**config.mk**
```make
export PLATFORM = sky130hd
export DESIGN_NAME = viterbi_acs_pmu
export DESIGN_NICKNAME = d
export VERILOG_FILES = /design/src/rtl/viterbi_acs_pmu.sv
export SDC_FILE = /design/constraint.sdc
export NUM_CORES = 1
export LEC_CHECK = 0
export ABC_AREA = 1
export CORE_UTILIZATION = 46
export CTS_BUF_LIST = sky130_fd_sc_hd__clkbuf_8
export DETAILED_ROUTE_END_ITERATION = 8
export MAX_ROUTING_LAYER = met4
export PLACE_DENSITY = 0.7
export SLEW_MARGIN = 20
export SYNTH_ARGS = -nofsm -noshare
export SYNTH_HDL_FRONTEND = slang
export SYNTH_SLANG_ARGS = --single-unit
```
**constraint.sdc**
```tcl
create_clock -name clk -period 30.7 [get_ports clk]
set_clock_uncertainty 0.15 [all_clocks]
set_input_delay 6.14 -clock clk [delete_from_list [all_inputs] [get_ports clk]]
set_output_delay 6.14 -clock clk [all_outputs]
set_load 0.005 [all_outputs]
```
**src/rtl/viterbi_acs_pmu.sv**
```systemverilog
// Add-compare-select and path-metric unit for an 8-state Viterbi decoder.
// Registers the survivor metrics, emits per-state decisions, the best state and normalisation events.
module viterbi_acs_pmu #(
  parameter int PM_W    = 7,
  parameter int INIT_PM = 16
) (
  input  logic            clk,
  input  logic            rst,
  input  logic            in_valid,
  input  logic            in_start,
  input  logic [31:0]     bmc_bus,
  output logic            out_valid,
  output logic [7:0]      decisions,
  output logic [2:0]      best_state,
  output logic [PM_W-1:0] best_pm,
  output logic            norm_pulse
);

  // Handshake: a step is accepted on every rising edge where in_valid is high and rst is low;
  // there is no ready, and out_valid pulses for exactly one cycle per accepted step.

  localparam logic [PM_W-1:0] INIT_V = PM_W'(INIT_PM);

  logic [PM_W-1:0] r_pm   [8];
  logic [PM_W-1:0] w_src  [8];
  logic [PM_W-1:0] w_c0   [8];
  logic [PM_W-1:0] w_c1   [8];
  logic [PM_W-1:0] w_new  [8];
  logic [PM_W-1:0] w_norm [8];
  logic [7:0]      w_dec;
  logic            w_all_hi;
  logic [2:0]      w_best_idx;
  logic [PM_W-1:0] w_best_val;

  always_comb begin
    for (int k = 0; k < 8; k++) begin
      w_src[k] = (in_valid && in_start) ? ((k == 0) ? '0 : INIT_V) : r_pm[k];
    end
  end

  // Destination j is reached from predecessors 2j mod 8 (p0) and 2j+1 mod 8 (p1).
  always_comb begin
    w_all_hi = 1'b1;
    for (int j = 0; j < 8; j++) begin
      w_c0[j]  = w_src[(2*j) % 8]     + {{(PM_W-2){1'b0}}, bmc_bus[4*j +: 2]};
      w_c1[j]  = w_src[(2*j + 1) % 8] + {{(PM_W-2){1'b0}}, bmc_bus[4*j+2 +: 2]};
      w_dec[j] = (w_c1[j] < w_c0[j]);
      w_new[j] = w_dec[j] ? w_c1[j] : w_c0[j];
      w_all_hi = w_all_hi & w_new[j][PM_W-1];
    end
  end

  always_comb begin
    for (int j = 0; j < 8; j++) begin
      w_norm[j] = w_all_hi ? {1'b0, w_new[j][PM_W-2:0]} : w_new[j];
    end
  end

  // Strict less-than keeps the lowest index on ties.
  always_comb begin
    w_best_idx = 3'd0;
    w_best_val = w_norm[0];
    for (int k = 1; k < 8; k++) begin
      if (w_norm[k] < w_best_val) begin
        w_best_idx = 3'(k);
        w_best_val = w_norm[k];
      end
    end
  end

  always_ff @(posedge clk) begin
    if (rst) begin
      for (int k = 0; k < 8; k++) begin
        r_pm[k] <= (k == 0) ? '0 : INIT_V;
      end
      out_valid  <= 1'b0;
      norm_pulse <= 1'b0;
      decisions  <= '0;
      best_state <= '0;
      best_pm    <= '0;
    end else begin
      out_valid  <= in_valid;
      norm_pulse <= in_valid & w_all_hi;
      if (in_valid) begin
        for (int k = 0; k < 8; k++) begin
          r_pm[k] <= w_norm[k];
        end
        decisions  <= w_dec;
        best_state <= w_best_idx;
        best_pm    <= w_best_val;
      end
    end
  end

endmodule
```
== Word level (Yosys, flattened, before mapping) ==
Memories as Yosys holds them, arrays and structs flattened.
Index checks and enable logic that the tools add are counted.

* Bitwise operators: 16
* Reductions and logical operators: 1
* Magnitude comparators: 15
* Add/subtract/negate cells: 16
* Mux-type cells: 51

{| class="wikitable"
|+ Operator list
! operator !! number
|-
| 2-to-1 mux 7 bit || 39
|-
| adder 7 x 2 -> 7 bit || 16
|-
| < comparator 7 bit || 15
|-
| 2-to-1 mux 3 bit || 6
|-
| AND 1 bit || 8
|-
| OR 1 bit || 8
|-
| 2-to-1 mux 1 bit || 6
|-
| logical AND 1 bit || 1
|}

* Memories: 1
* Bits in writable memories: 56
* Bits of input ports: 36
* Register bits: 20
* Output and inout port bits: 20

{| class="wikitable"
|+ Memories
! memory !! words !! width !! read ports !! clocked after Yosys merged registers in !! write ports !! RTL line !! source
|-
| r_pm || 8 || 7 || 8 || 0 || 8 || 24 || <nowiki>logic [PM_W-1:0] r_pm [8];</nowiki>
|}

== Depth between registers and ports, before layout ==
* Depth after elaboration: 27
* Gate-level depth with buffers: 86

== Worst setup path before layout ==
No wires, ideal clock.

* Kind: input -> register
* Start: input in_start
* End: register best_pm[0]
* Cell stages on the path: 78
* Buffers on the path: 9
* Arrival: 17.233 ns
* Path slack: 13.258 ns
* Required time: 30.490 ns
* Cell sequence: nand2_4 inv_4 clkbuf_1 buf_1 nor2_1 ha_1 ha_1 or2_2 nand2_1 nor3_1 xnor2_1 ha_1 a21oi_1 o21a_1 nand2_1 inv_1 clkbuf_1 nand2_1 (+42 left out) ha_1 nand2_1 inv_1 nand2_1 inv_1 a21oi_2 nand2_2 buf_2 nand3_1 o21ai_0 ha_1 a21oi_1 nor2_1 a211oi_2 nand2_4 nand2_1 nand3_1 nand2_1

{| class="wikitable"
|+ RTL lines
! item !! RTL line !! source
|-
| start: declaration || 10 || <nowiki>input logic in_start,</nowiki>
|-
| end signal: assignment || 90 || <nowiki>best_pm <= w_best_val;</nowiki>
|-
| end: declaration || 15 || <nowiki>output logic [PM_W-1:0] best_pm,</nowiki>
|}

==> summary.txt <==
Drt
  – Vias/cell: about 5.2
  – DR vias: 8719
  – WL final: 25.6 mm
  – Drt first pass iters: 5
  – Initial drt markers: 738
  – Antenna Nets Post-Route: 0
  – Drt wl/cell: roughly 15 µm
  – # DRC: 0

Logic synthesis
  – Cell Area, Synth: 9030 µm²
  – Leading area contributor after synthesis: edfxtp_1
  – Synthesis-stage register bit count: 76
  – Post-synth EDFFs: 56
  – Synth top area share: 18.6%
  – Synth async-reset ratio: 0%
  – Netlist cell types: 43
  – Ys Warns: 0
  – Ys flop type: edfxtp_1
  – Avg Cell Area, Syn: 6.61 µm²
  – Syn Nets: 1512
  – Top cells by area, synth: edfxtp_1, nand2_1, ha_1
  – Sequential-to-total area share from yosys stat: between 20% and 30%
  – Cells after synthesis: 1367

Critical path
  – Critical-path maximum fanout: 33
  – Crit Path Class: input port to flop
  – CP most frequent cell: ha_1
  – CP max-delay cell: o21ai_0
  – Crit path buffers/inverters: 12
  – Crit path required time: 30.88 ns
  – Worst Path Arrival: roughly 20 ns
  – Critical Path Sink Type: flop
  – CP Launch Type: input port
  – CP max stage delay: 0.56 ns
  – Top delay family on crit path: simple AND/OR/NAND/NOR gates

Global routing
  – Vias in the first global route: 8022
  – GRT Total Usage: 27.2%
  – Pin count of the biggest net entering global routing: 57
  – Gr ovfl total: 0
  – Initial antenna violation count: 0
  – First-pass GRT wire length: 40.8 mm

STA
  – Max Freq: 51.6 MHz
  – Final Setup Violations: 0
  – Setup TNS: 0 ns
  – RSZ-0062 raised after global routing: no
  – Max-slew violations: 0
  – Slew @ Worst Pin: 0.936 ns
  – Slew margin rel.: between 30% and 40%
  – Hold Fails Final Rpt: 0
  – Fin crit share: 63.1%
  – Post-route minimum period: 19.38 ns

Floorplan
  – Die Wd: 142 µm
  – Row count: 50
  – Initial Utilization: 47.7%
  – Number of I/O pins: 56
  – Core Area: about 19000 µm²
  – Die area: 20200 µm²
  – Chip height: 142 µm

Finish
  – Fill cells: 1925
  – FF/Latch Area: 2080 µm²
  – Layout cells sized above 1: 6.56%
  – Commonest non-fill, non-tap cells in the layout: nand2_1, inv_1, nor2_1
  – Most common cell after layout, fill and taps aside: nand2_1
  – # diodes: 0
  – Multi-input logic area: 5970 µm²
  – P&R area growth vs syn: 10.7%
  – Nets: approximately 1.6k
  – Layout Cells excl Fill: 1677

Run status
  – Outcome: complete, no violations

Place
  – Number of port buffers: 55
  – Post-Place Cells: 1661
  – Final GP Congestion: slightly above 1
  – Post-DP HPWL: 20.6 mm

Min path
  – Hold Path Class: flop to flop

CTS
  – Clock Path Buffers: 2
  – Number of buffers created by CTS: 9
  – H-tree levels: 3
  – CTS tree: built
  – CTS Hold Bufs: 0
  – Clk sinks: 76
  – Worst-path clk slew: 0.09 ns
  – Post-CTS Setup Bufs: 0
  – Post-CTS sizing: 0
  – Root Driver: clkbuf_8
  – Clk Latency, worst-skew pair: between 0.3 and 0.4 ns

Job
  – Max-cap viol count: 0
==> final timing paths <==
| path | start | to | slack (ns) | cells after the start |
|---|---|---|---|---|
| worst max-delay path | in_valid | best_pm[0]$_SDFFE_PP0P_ | 11.32 | 67 |
| worst min-delay path | best_pm[0]$_SDFFE_PP0P_ | best_pm[0]$_SDFFE_PP0P_ | 0.31 | 2 |
| worst max register to register | r_pm[1][22]$_SDFFCE_PP0P_ | best_pm[0]$_SDFFE_PP0P_ | 17.98 | 66 |
| worst min register to register | best_pm[0]$_SDFFE_PP0P_ | best_pm[0]$_SDFFE_PP0P_ | 0.31 | 2 |
==> through the flow <==
step / setup slack, ns / area [µm²] / util [%] / hold WS (ns)
after detailed placement: 11.12 / 9790 / 51.6 / 0.295
after global routing: 10.16 / 10000 / 52.8 / 0.340
final: 11.32 / 10000 / 52.8 / 0.312
after CTS: 11.48 / 10000 / 52.8 / 0.314
after global placement: 11.50 / 9790 / 51.6 / 0.291
after floorplan: 13.26 / 9030 / - / 0.298
==> worst register-to-register path, delay by kind of cell (launching register included) <==
family	cells	cell delay [ns]
and+or+nand+nor	28	4.30
xor gates and xnor gates	1	0.30
AOI/OAI and AO/OA	17	3.89
adders and majority gates	9	2.71
DFF	1	0.33
buffers and inverters	11	1.00
==> area by class of cell <==
type                            instances  area share (%)
Clock buffer                            9            1.24
Clock inverter                          7           0.888
Inverter                              218            8.21
Multi-Input combinational cell       1047            59.7
Sequential cell                        76            20.8
Tap cell                              260            3.25
Timing Repair Buffer                   60            5.88
==> cell usage after synthesis, types with 4 or more instances <==
cell type  instances
xor2_1            51
dfxtp_1           20
nor2_1           126
clkbuf_1          13
o211ai_1           6
inv_1            204
ha_1             101
nand3_2           10
fa_1               8
nor2_2             9
o21a_1             8
o21ai_2            5
buf_2              4
nand4_1           10
nand2_1          407
o21ai_1            9
xnor2_1            6
nand3_1          124
nor3_1            10
o21bai_1           4
a21oi_1           37
nand2_2           13
inv_2             10
edfxtp_1          56
or2_2              4
nand2_4            7
nor2_4             4
buf_6              7
o21ai_0           71
==> cell families after synthesis <==
logic type                 count (synthesis)  synth area share, %
and+or+nand+nor                          729                 35.0
buffers and inverters                    244                 10.8
xor gates and xnor gates                  60                 6.07
DFF                                       76                 23.0
adders and majority gates                109                 15.8
AOI/OAI and AO/OA                        149                 9.27
==> layer usage <==
layer / track usage, % / part of all wire [%]
met1: 38.2 / 50
met2: 40.8 / 42
met3: 3.20 / 5.6
met4: 8.43 / 2.0
met5: - / 0
==> sequential cells by signal, indices dropped and copies added (netlist names) <==
name / count
r_pm: 56
decisions: 8
best_pm: 7
best_state: 3
norm_pulse: 1
out_valid: 1
Power is not shown: default switching activity piles up to over one toggle a cycle in this logic, so the estimate is an artifact.
